`config.mk`:
```
export PLATFORM = sky130hd
export DESIGN_NAME = proc_control
export DESIGN_NICKNAME = d
export VERILOG_FILES = /design/src/rtl/proc_pkg.sv /design/src/rtl/dec3to8.sv /design/src/rtl/proc_control.sv
export SDC_FILE = /design/constraint.sdc
export NUM_CORES = 1
export LEC_CHECK = 0
export ABC_AREA = 1
export CELL_PAD_IN_SITES_DETAIL_PLACEMENT = 0
export CELL_PAD_IN_SITES_GLOBAL_PLACEMENT = 1
export CORE_UTILIZATION = 25
export CTS_CLUSTER_SIZE = 40
export DETAILED_ROUTE_END_ITERATION = 16
export GPL_TIMING_DRIVEN = 0
export PLACE_DENSITY = 0.75
export SYNTH_ARGS = -nofsm -noshare
export SYNTH_HDL_FRONTEND = slang
export SYNTH_SLANG_ARGS = --single-unit
```
`constraint.sdc`:
```
create_clock -name Clock -period 1.9 [get_ports Clock]
set_clock_uncertainty 0.2 [all_clocks]
set_input_delay 0.38 -clock Clock [delete_from_list [all_inputs] [get_ports Clock]]
set_output_delay 0.38 -clock Clock [all_outputs]
set_load 0.01 [all_outputs]
```
`src/rtl/proc_pkg.sv`:
```
// proc_pkg: shared opcode, FSM state and ALU operation encodings for the processor.
// Latency: n/a (constants and types only).
// Backpressure: n/a.
//
// The ALU and the datapath import the same ULA_* codes, so the control unit
// and the ALU cannot drift apart on the operation encoding.
package proc_pkg;

   localparam int NREGS_FIXED = 8;  // 3-bit register fields address 8 registers

   // Instruction register layout: III XXX YYY
   localparam logic [2:0] OP_MV   = 3'b000;
   localparam logic [2:0] OP_MVI  = 3'b001;
   localparam logic [2:0] OP_ADD  = 3'b010;
   localparam logic [2:0] OP_SUB  = 3'b011;
   localparam logic [2:0] OP_MVNZ = 3'b100;

   // ALU operation codes; both 10 and 11 make the ALU output zero
   localparam logic [1:0] ULA_ADD  = 2'b00;
   localparam logic [1:0] ULA_SUB  = 2'b01;
   localparam logic [1:0] ULA_ZERO = 2'b10;

   typedef enum logic [1:0] {
      T0 = 2'd0,   // idle / fetch
      T1 = 2'd1,
      T2 = 2'd2,
      T3 = 2'd3
   } state_t;

endpackage

```
`src/rtl/dec3to8.sv`:
```
// dec3to8: 3-to-8 one-hot decoder with enable; output is all-zero when disabled.
// Latency: combinational.
// Backpressure: none.
//
// Ports:
//   en   in  1 : decoder enable
//   sel  in  3 : index of the bit to set
//   y    out 8 : one-hot (or zero) result
module dec3to8 (
   input  logic       en,
   input  logic [2:0] sel,
   output logic [7:0] y
);

   always_comb begin
      y = 8'b0;
      if (en) y[sel] = 1'b1;
   end

endmodule

```
`src/rtl/proc_control.sv`:
```
// proc_control: multicycle control FSM sequencing register file / A / G / bus-mux enables.
// Latency: Done 1 cycle after the Run sample for mv/mvi/mvnz/illegal, 3 cycles for add/sub.
// Backpressure: none; Run is only looked at in T0, a started instruction always completes.
//
// Optional feature: define PROC_CONTROL_MVNZ_EN to make opcode 100 a conditional
// move on GNotZero; otherwise opcode 100 is treated as illegal (Done only).
//
// Ports:
//   Clock    in  1      : rising-edge clock
//   Reset    in  1      : asynchronous active-high reset to T0
//   Run      in  1      : start request, sampled in T0
//   DIN      in  16     : instruction word in T0, immediate in T1 for mvi
//   GNotZero in  1      : G != 0, used only by mvnz
//   Rin      out NREGS  : one-hot register write enable
//   Rout     out NREGS  : one-hot register bus-drive enable
//   Gout     out 1      : G drives the bus
//   DINout   out 1      : DIN drives the bus
//   Ain      out 1      : load A from the bus
//   Gin      out 1      : load G from the ALU
//   Operacao out 2      : ALU operation code
//   Done     out 1      : last cycle of an instruction
module proc_control
   import proc_pkg::*;
#(
   parameter int NREGS = 8
) (
   input  logic             Clock,
   input  logic             Reset,
   input  logic             Run,
   input  logic [15:0]      DIN,
   input  logic             GNotZero,
   output logic [NREGS-1:0] Rin,
   output logic [NREGS-1:0] Rout,
   output logic             Gout,
   output logic             DINout,
   output logic             Ain,
   output logic             Gin,
   output logic [1:0]       Operacao,
   output logic             Done
);

   state_t     state, state_nxt;
   logic [8:0] ir;

   logic [2:0] opcode, rx, ry;
   assign opcode = ir[8:6];
   assign rx     = ir[5:3];
   assign ry     = ir[2:0];

   logic       rin_en, rout_en;
   logic [2:0] rout_sel;

   // Only the low 9 bits of DIN form the instruction; the immediate goes to
   // the datapath directly. GNotZero is only consumed by the optional mvnz.
   logic unused_inputs;
   assign unused_inputs = ^{DIN[15:9], GNotZero};

   always_ff @(posedge Clock or posedge Reset) begin
      if (Reset) begin
         state <= T0;
         ir    <= 9'b0;
      end else begin
         state <= state_nxt;
         if (state == T0 && Run) ir <= DIN[8:0];
      end
   end

   always_comb begin
      state_nxt = state;
      rin_en    = 1'b0;
      rout_en   = 1'b0;
      rout_sel  = ry;
      Gout      = 1'b0;
      DINout    = 1'b0;
      Ain       = 1'b0;
      Gin       = 1'b0;
      Operacao  = ULA_ZERO;
      Done      = 1'b0;

      unique case (state)
         T0: begin
            if (Run) state_nxt = T1;
         end
         T1: begin
            state_nxt = T0;
            case (opcode)
               OP_MV: begin
                  rout_en = 1'b1;
                  rin_en  = 1'b1;
                  Done    = 1'b1;
               end
               OP_MVI: begin
                  DINout = 1'b1;
                  rin_en = 1'b1;
                  Done   = 1'b1;
               end
               OP_ADD, OP_SUB: begin
                  rout_sel  = rx;   // first operand goes into A
                  rout_en   = 1'b1;
                  Ain       = 1'b1;
                  state_nxt = T2;
               end
`ifdef PROC_CONTROL_MVNZ_EN
               OP_MVNZ: begin
                  rout_en = GNotZero;
                  rin_en  = GNotZero;
                  Done    = 1'b1;
               end
`endif
               default: begin
                  // illegal opcode: retire without touching the datapath
                  Done = 1'b1;
               end
            endcase
         end
         T2: begin
            // only add/sub reach T2
            rout_en   = 1'b1;
            Gin       = 1'b1;
            Operacao  = (opcode == OP_SUB) ? ULA_SUB : ULA_ADD;
            state_nxt = T3;
         end
         T3: begin
            Gout      = 1'b1;
            rin_en    = 1'b1;
            Done      = 1'b1;
            state_nxt = T0;
         end
         default: state_nxt = T0;
      endcase
   end

   // Rin always targets X; Rout targets X (T1 of add/sub) or Y.
   dec3to8 u_rin_dec (
      .en  (rin_en),
      .sel (rx),
      .y   (Rin)
   );

   dec3to8 u_rout_dec (
      .en  (rout_en),
      .sel (rout_sel),
      .y   (Rout)
   );

endmodule

```
**After elaboration in Yosys (flattened, before gate mapping)**

Cells that the tools add are included.

- Order comparisons: 4
- Eq/ne operators: 7
- Multiplexer cells: 25
- Reductions and logical operators: 8

Operators by type and width:

| operator | count |
|---|---|
| two-way mux 8 bit | 2 |
| two-way mux 1 bit | 12 |
| less-than comparator 3 x 4 -> 1 bit, second input constant | 2 |
| case mux 2 bit (4 select lines) | 1 |
| demux 1 bit (select 3 bit) | 2 |
| == test 3 x 2 -> 1 bit, second input constant | 2 |
| greater-or-equal comparator 3 x 1 -> 1 bit, second input constant | 2 |
| two-way mux 2 bit | 3 |
| two-way mux 3 bit | 2 |
| case mux 1 bit (2 select lines) | 3 |
| == test 2 bit, second input constant | 2 |
| OR reduction 2 bit | 2 |
| == test 3 x 1 -> 1 bit, second input constant | 1 |
| logical AND 1 bit | 3 |
| logical NOT 3 bit | 1 |
| OR reduction 3 bit | 1 |
| == test 2 x 1 -> 1 bit, second input constant | 1 |
| logical NOT 2 bit | 1 |
| inequality test 2 bit, second input constant | 1 |

- Flip-flop bits (word level): 11

**Depth between registers and ports, before layout**

Gate-level depths: netlist of run 1.

- Depth in word-level cells: 9
- Mapped depth: 9
- Mapped depth without buffers: 8

**Modules after synthesis**

Synthesis of run 1 repeated with hierarchy kept, for this count alone.

- Cell total of the unflattened synthesis: 119
- Area, all modules: 793.3 µm²

Modules (own cells, without submodules):

| module | times used | cells an instance | area an instance (µm²) | sequential area each (µm²) |
|---|---|---|---|---|
| proc_control | 1 | 85 | 665.6 | 275.3 |
| dec3to8 | 2 | 17 | 63.8 | 0.0 |

**Least setup slack after synthesis of run 1**

Ideal clock, no wire load.

- Path type: reg-to-output
- Start: reg with a tool-made name
- End: out Rout[0]
- Arrival: 1.316 ns
- Slack: 0.004 ns
- Cell stages (with the launch flop): 10
- Path buffers: 1
- Path through: dfrtp_1 > inv_1 > ha_1 > buf_4 > inv_1 > nor2_1 > nand2_1 > nand2_2 > nand3_2 > nor2_1

RTL lines:

| element | line | RTL |
|---|---|---|
| end: declaration | proc_control.sv:33 | `output logic [NREGS-1:0] Rout,` |

**Worst setup path in the final report of run 1**

- Start: reg state[0]
- End: out Rout[2]

- Cells in the longest elaborated chain, start to end: 7

RTL lines:

| element | line | RTL |
|---|---|---|
| start: declaration | proc_control.sv:42 | `state_t state, state_nxt;` |
| start signal: assignment | proc_control.sv:63 | `state <= state_nxt;` |
| == test 2 x 1 -> 1 bit | proc_control.sv:80 | `unique case (state)` |
| two-way mux 3 bit | proc_control.sv:80 |  |
| less-than comparator 3 x 4 -> 1 bit (not written as such) or greater-or-equal comparator 3 x 1 -> 1 bit (tied branches) | dec3to8.sv:17 | `if (en) y[sel] = 1'b1;` |
| logical AND 1 bit (not written as such) | dec3to8.sv:17 |  |
| two-way mux 1 bit (not written as such) | dec3to8.sv:17 |  |
| demux 1 bit (select 3 bit) | - |  |
| two-way mux 8 bit (*) | dec3to8.sv:17 |  |

Mark *: on every way between the ends. The rest lies on a longest branch, timed or not.

==> flow_metrics.tcl, run 1 <==
set metrics [dict create \
    hold_violations 0 \
    numPortBuffers 34 \
    cts_buffer_depth 2 \
    syn-cell-area_um2 791 \
    p_int_mw 0.940 \
    ios 43 \
    r2r-end "ir[5]" \
    critical_path_required_ns 1.32 \
    clkTransAtPathRegs_ns 0.06 \
    gp_congestion 0.732 \
    rsz0062_at_grt "yes" \
    setup_slack_ns -0.264 \
    drive_above_1_share_pct 43.7 \
    synth-seq-area-share_pct 34.8 \
    finalSetupViolations 19 \
    seqPwrFrac_pct 24.7 \
    layout_common_cells "buf_2 (22), nor2_1 (19), nand2_1 (15)" \
    vias_per_cell 4.23 \
    synth_cell_types 19 \
    path_max_fanout 4 \
    fmaxAchievable_ghz 0.462 \
    rr_startpoint "state[0]" \
    rrSetupSlack_ns 0.19 \
    drtIter0Drc 31 \
    clkSinkCount 11 \
    antenna_found_initial 0 \
    ff2ff_path_depth 7 \
    p_sw_share_pct 50.9 \
    timing.slew.headroom_pct 74.6 \
    ant_nets 0 \
    design_area_um2 1270 \
    pwr-share-comb_pct 67.4 \
    syn_avg_cell_area_um2 6.88 \
    post_dp_cell_area_um2 1190 \
    fin_nets 184 \
    violations "negative setup slack" \
    syn_nets 140 \
    die_h_um 58.2 \
    layout_commonest_cell "buf_2" \
    initial_utilization_pct 26.1 \
    dp_hpwl_mm 1.58 \
    drv_cap 0 \
    cts.htree.levels 1 \
    switching_power_mw 0.974 \
    die-area_um2 3390 \
    fp-row-count 20 \
    cts-hold-fix-buffers 0 \
    tritoncts "yes" \
    ys_ff_latch 11 \
    areaGrowthSynthToFinish_pct 61.2 \
    core_um2 3030 \
    grt.total_usage_pct 13.3 \
    startpoint_type "flop" \
    place_ws_ns -0.607 \
    wl_mm 2.01 \
    fin_setup_tns_ns -3.62 \
    grt_max_degree 12 \
    layout_min_cycle_time_ns 2.16 \
    synth_cells 115 \
    grt_pass1_vias 778 \
    die_w_um 58.2 \
    antennaDiodeCount 0 \
    worstSetupEndpoint "Rout[2]" \
    outcome "complete, but fails checks" \
    worst_pin_slew_ns 0.381 \
    clkPwrFrac_pct 7.9 \
    nFillCells 313 \
    remaining_drc_errors 0 \
    vias 854 \
    finalCritPeriodShare_pct 114 \
    crit_start "state[0]" \
    maxSlewViolCount 0 \
    firstDrtPassIters 4 \
    root_buffer "clkbuf_4" \
    critical_path_arrival_ns 1.58 \
    peakVddDrop_v 0.000443 \
    power_density_nw_per_um2 1500 \
    grt_overflow 0 \
    crit_type "flop to primary output" \
    leakagePower_nw 0.638 \
    hold_path_class "primary input to async pin" \
    grt_pass1_wl_mm 3.39 \
    routedWlPerCell_um 9.97 \
    yosysWarnings 0 \
    worstSkewPairLatency_ns 0.27 \
    worst_setup_path_end_kind "primary output" \
    numCtsBuffers 3 \
]
-- flip-flops by register name, indices dropped and copies added, names as in the netlist, named ones only --
signal	count
state	1
ir	9
-- worst max-delay path: stages, from the launching register on --
cell	delay (ns)
dfrtp_1	0.41
buf_6	0.14
inv_4	0.04
ha_2	0.37
nand3_4	0.11
nor2_2	0.11
buf_2	0.13
-- through the flow --
step | power (mW) | hold WS, ns | cells | utilization, %
final | 1.91 | 0.188 | 202 | 42.1
after global routing | 2.09 | 0.251 | 202 | 42.1
after CTS | 1.79 | 0.194 | 203 | 40.2
after detailed placement | 1.50 | 0.341 | 193 | 39.2
after global placement | 1.48 | 0.331 | 193 | 39.2
after floorplan | 1.12 | 0.0324 | 115 | -
-- repair_timing --
action,4_1_cts,5_1_grt
buffers inserted,6,0
pin swaps,8,12
endpoints found under the hold margin,0,0
endpoints found under the setup margin,23,22
gates resized for setup,112,21
-- metal layers --
layer / vias to the layer above / share of wire [%] / GRT usage [%] / wire (um)
li1: 448 / - / - / -
met1: 380 / 45 / 17.3 / 898
met2: 22 / 49 / 20.7 / 995
met3: 4 / 3.8 / 1.56 / 76
met4: 0 / 2.1 / 9.18 / 43
met5: - / 0 / 0 / 0
-- Yosys cell counts --
cell type  number  area share (%)
ha_1            5             7.9
nand3_4         1             2.2
nand3_2         2             2.5
o21ai_0         3             1.9
nor2_4          1             1.4
nand2_1        25              12
a31oi_1         1            0.79
nand4_1         2             1.6
inv_1          15             7.1
buf_4           1            0.95
dfrtp_1        11              35
a21oi_1        10             6.3
buf_2           1            0.63
nor2_1         27              13
inv_2           2            0.95
o21ai_2         1             1.1
nand2_2         3             2.4
nand3_1         3             1.9
nor4_1          1            0.79
-- worst min path at each step --
stage / to / startpoint / depth (start not counted) / slack (ns)
after floorplan: async pin / Reset / 1 / 0.03
after global placement: ir[1] / ir[1] / 2 / 0.33
after detailed placement: ir[1] / ir[1] / 2 / 0.34
after CTS: ir[0] / Reset / 2 / 0.19
after global routing: ir[6] / Reset / 2 / 0.25
final: ir[0] / Reset / 2 / 0.19
-- cell families after synthesis --
logic type	Yosys count	synth area share [%]
AOI/OAI and AO/OA	15	10.1
and+or+nand+nor	65	37.5
adders and majority gates	5	7.91
buffers and inverters	19	9.65
DFF	11	34.8
-- power groups by stage --
stage,sequential (mW),combinational (mW),clock [mW]
global route,0.486,1.43,0.173
CTS,0.459,1.17,0.159
floorplan,0.441,0.682,0
global placement,0.461,1.02,0
detailed placement,0.464,1.04,0
finish,0.472,1.29,0.152
-- cell type report --
cell class	count	area, um2	share of cell area [%]
Tap cell	44	55.1	4.32
Clock buffer	4	26.3	2.06
Multi-Input combinational cell	85	552	43.3
Sequential cell	11	275	21.6
Timing Repair Buffer	40	293	23.0
Inverter	17	68.8	5.40
Buffer	1	5.00	0.393
Note: power is estimated with default switching activity, not from simulation.
==> inputs of run 2 (changes only) <==
- CORE_UTILIZATION: 25 -> 27
- MAX_ROUTING_LAYER: not set -> met4
- PLACE_DENSITY: 0.75 -> 0.8
- SLEW_MARGIN: not set -> 20
- clock period: 1.9 -> 2.64 ns (I/O delays scaled with it)
==> flow_metrics.tcl, run 2 (synthesis gave the netlist of run 1 again) <==
set metrics [dict create \
    top_register "ir" \
    drv_cap 0 \
    root_buffer "clkbuf_4" \
    hold_path_class "primary input to async pin" \
    gr-usage-met2_pct 20.2 \
    power_density_nw_per_um2 1040 \
    initial_utilization_pct 28.7 \
    worst_setup_path_end_kind "primary output" \
    grt_pass1_vias 715 \
    globalRoute.busiestLayer "met2" \
    cts-hold-fix-buffers 0 \
    areaGrowthSynthToFinish_pct 44.0 \
    ant_nets 0 \
    path_max_fanout 7 \
    maxSlewViolCount 0 \
    critical_path_arrival_ns 1.79 \
    numPortBuffers 34 \
    antenna_found_initial 0 \
    grt_overflow 0 \
    finalHoldWorstSlack_ns 0.343 \
    remaining_drc_errors 0 \
    grt_pass1_wl_mm 3.13 \
    finalSetupViolations 0 \
    outcome "finished, final reports clean" \
    antennaDiodeCount 0 \
    clkSinkCount 11 \
    fmaxAchievable_ghz 0.397 \
    timing.slew.headroom_pct 73.4 \
    core_um2 2760 \
    gr-usage-met3_pct 1.86 \
    numCtsBuffers 3 \
    rrSetupSlack_ns 0.95 \
    largest_register_ffs 9 \
    die-area_um2 3150 \
    peakVddDrop_v 0.000408 \
    hold_violations 0 \
    reg_top3 "ir (9), state (1)" \
    finalCoreUtilization_pct 41.3 \
    layout_common_cells "nor2_1 (26), nand2_1 (22), clkdlybuf4s50_1 (16)" \
    layout_commonest_cell "nor2_1" \
    met1_usage_pct 16.4 \
    leakagePower_nw 0.593 \
    die_w_um 56.1 \
    critical_path_required_ns 1.91 \
    gp_congestion 0.745 \
    wl_mm 1.92 \
    grt.total_usage_pct 12.9 \
    fp-row-count 19 \
    rr_startpoint "state[0]" \
    drive_above_1_share_pct 24.7 \
    cts.htree.levels 1 \
    routedWlPerCell_um 10.4 \
    cts_buffer_depth 2 \
    fin_nets 180 \
    layout_min_cycle_time_ns 2.52 \
    worstSkewPairLatency_ns 0.26 \
    finalCritPeriodShare_pct 95.4 \
    crit_type "flop to primary output" \
    vias 814 \
    layout.cells.non_filler 185 \
    ff2ff_path_depth 6 \
    vias_per_cell 4.40 \
    r2r-end "ir[5]" \
    die_h_um 56.1 \
    ios 43 \
    dp_hpwl_mm 1.58 \
    dp.cells 180 \
    tritoncts "yes" \
    grt_max_degree 12 \
    worst_pin_slew_ns 0.398 \
    firstDrtPassIters 4 \
    clkTransAtPathRegs_ns 0.07 \
    startpoint_type "flop" \
    power_mw 1.18 \
    nFillCells 290 \
    drtIter0Drc 22 \
]
-- run 2: changes by cell type in the layout (fill, tap and decap cells not counted), sizes merged --
cell,change
clkinv,+1
buf,-26
clkbuf,+14
clkdlybuf4s50,+5
dlygate4sd2,+2
-- run 2: cell type report --
| class | instances | area, um2 | share of cell area [%] |
|---|---|---|---|
| buffer | 2 | 12.5 | 1.10 |
| inverter | 17 | 63.8 | 5.60 |
| clock buffer | 3 | 22.5 | 1.98 |
| clock inverter | 1 | 5.00 | 0.440 |
| timing repair buffer | 35 | 272 | 23.8 |
| tap | 31 | 38.8 | 3.41 |
| sequential | 11 | 275 | 24.2 |
| multi-input combinational | 85 | 449 | 39.5 |
-- run 2: critical path: stages, from the launching register on --
cell	delay (ns)
dfrtp_1	0.39
inv_2	0.07
ha_1	0.13
buf_4	0.15
inv_1	0.07
o21ai_0	0.15
clkdlybuf4s50_1	0.56
-- run 2: through the flow --
stage | cell area (um2) | worst slack, ns | TNS (ns)
final | 1140 | 0.122 | 0
after global routing | 1140 | -0.0149 | -0.0149
after CTS | 1180 | 0.00710 | 0
after detailed placement | 1170 | -0.0226 | -0.106
after global placement | 1170 | 0.0441 | 0
after floorplan | 791 | 0.596 | 0
-- run 2: power by group --
part / switching [mW] / internal, mW / leakage (nW)
registers: 0.0832 / 0.250 / 0.121
clock network: 0.0529 / 0.0560 / 0.0177
logic: 0.444 / 0.294 / 0.454
-- run 2: how the worst max path moves through the flow --
stage               startpoint       to  slack [ns]  depth (start not counted)
floorplan                 flop  Rout[0]        0.60                          9
detailed placement        flop   Rin[1]       -0.02                         10
global placement          flop   Rin[4]        0.04                         10
finish                    flop     Done        0.12                          6
CTS                       flop   Rin[1]       0.007                         10
global route              flop   Rin[4]       -0.01                         10
-- run 2: what timing repair did --
action                                  4_1_cts  5_1_grt
buffers inserted                              1        0
gates resized for setup                      20       35
endpoints found under the setup margin       18       16
-- run 2: routing by layer --
metal / vias up / wire length, um
li1: 439 / -
met1: 356 / 896
met2: 17 / 915
met3: 2 / 90
met4: 0 / 13
met5: - / 0
==> inputs of run 3 (changes only) <==
- GPL_ROUTABILITY_DRIVEN: not set -> 1
==> results of run 3 <==
Same layout as run 2: the final DEF is identical, and so are final timing and power.
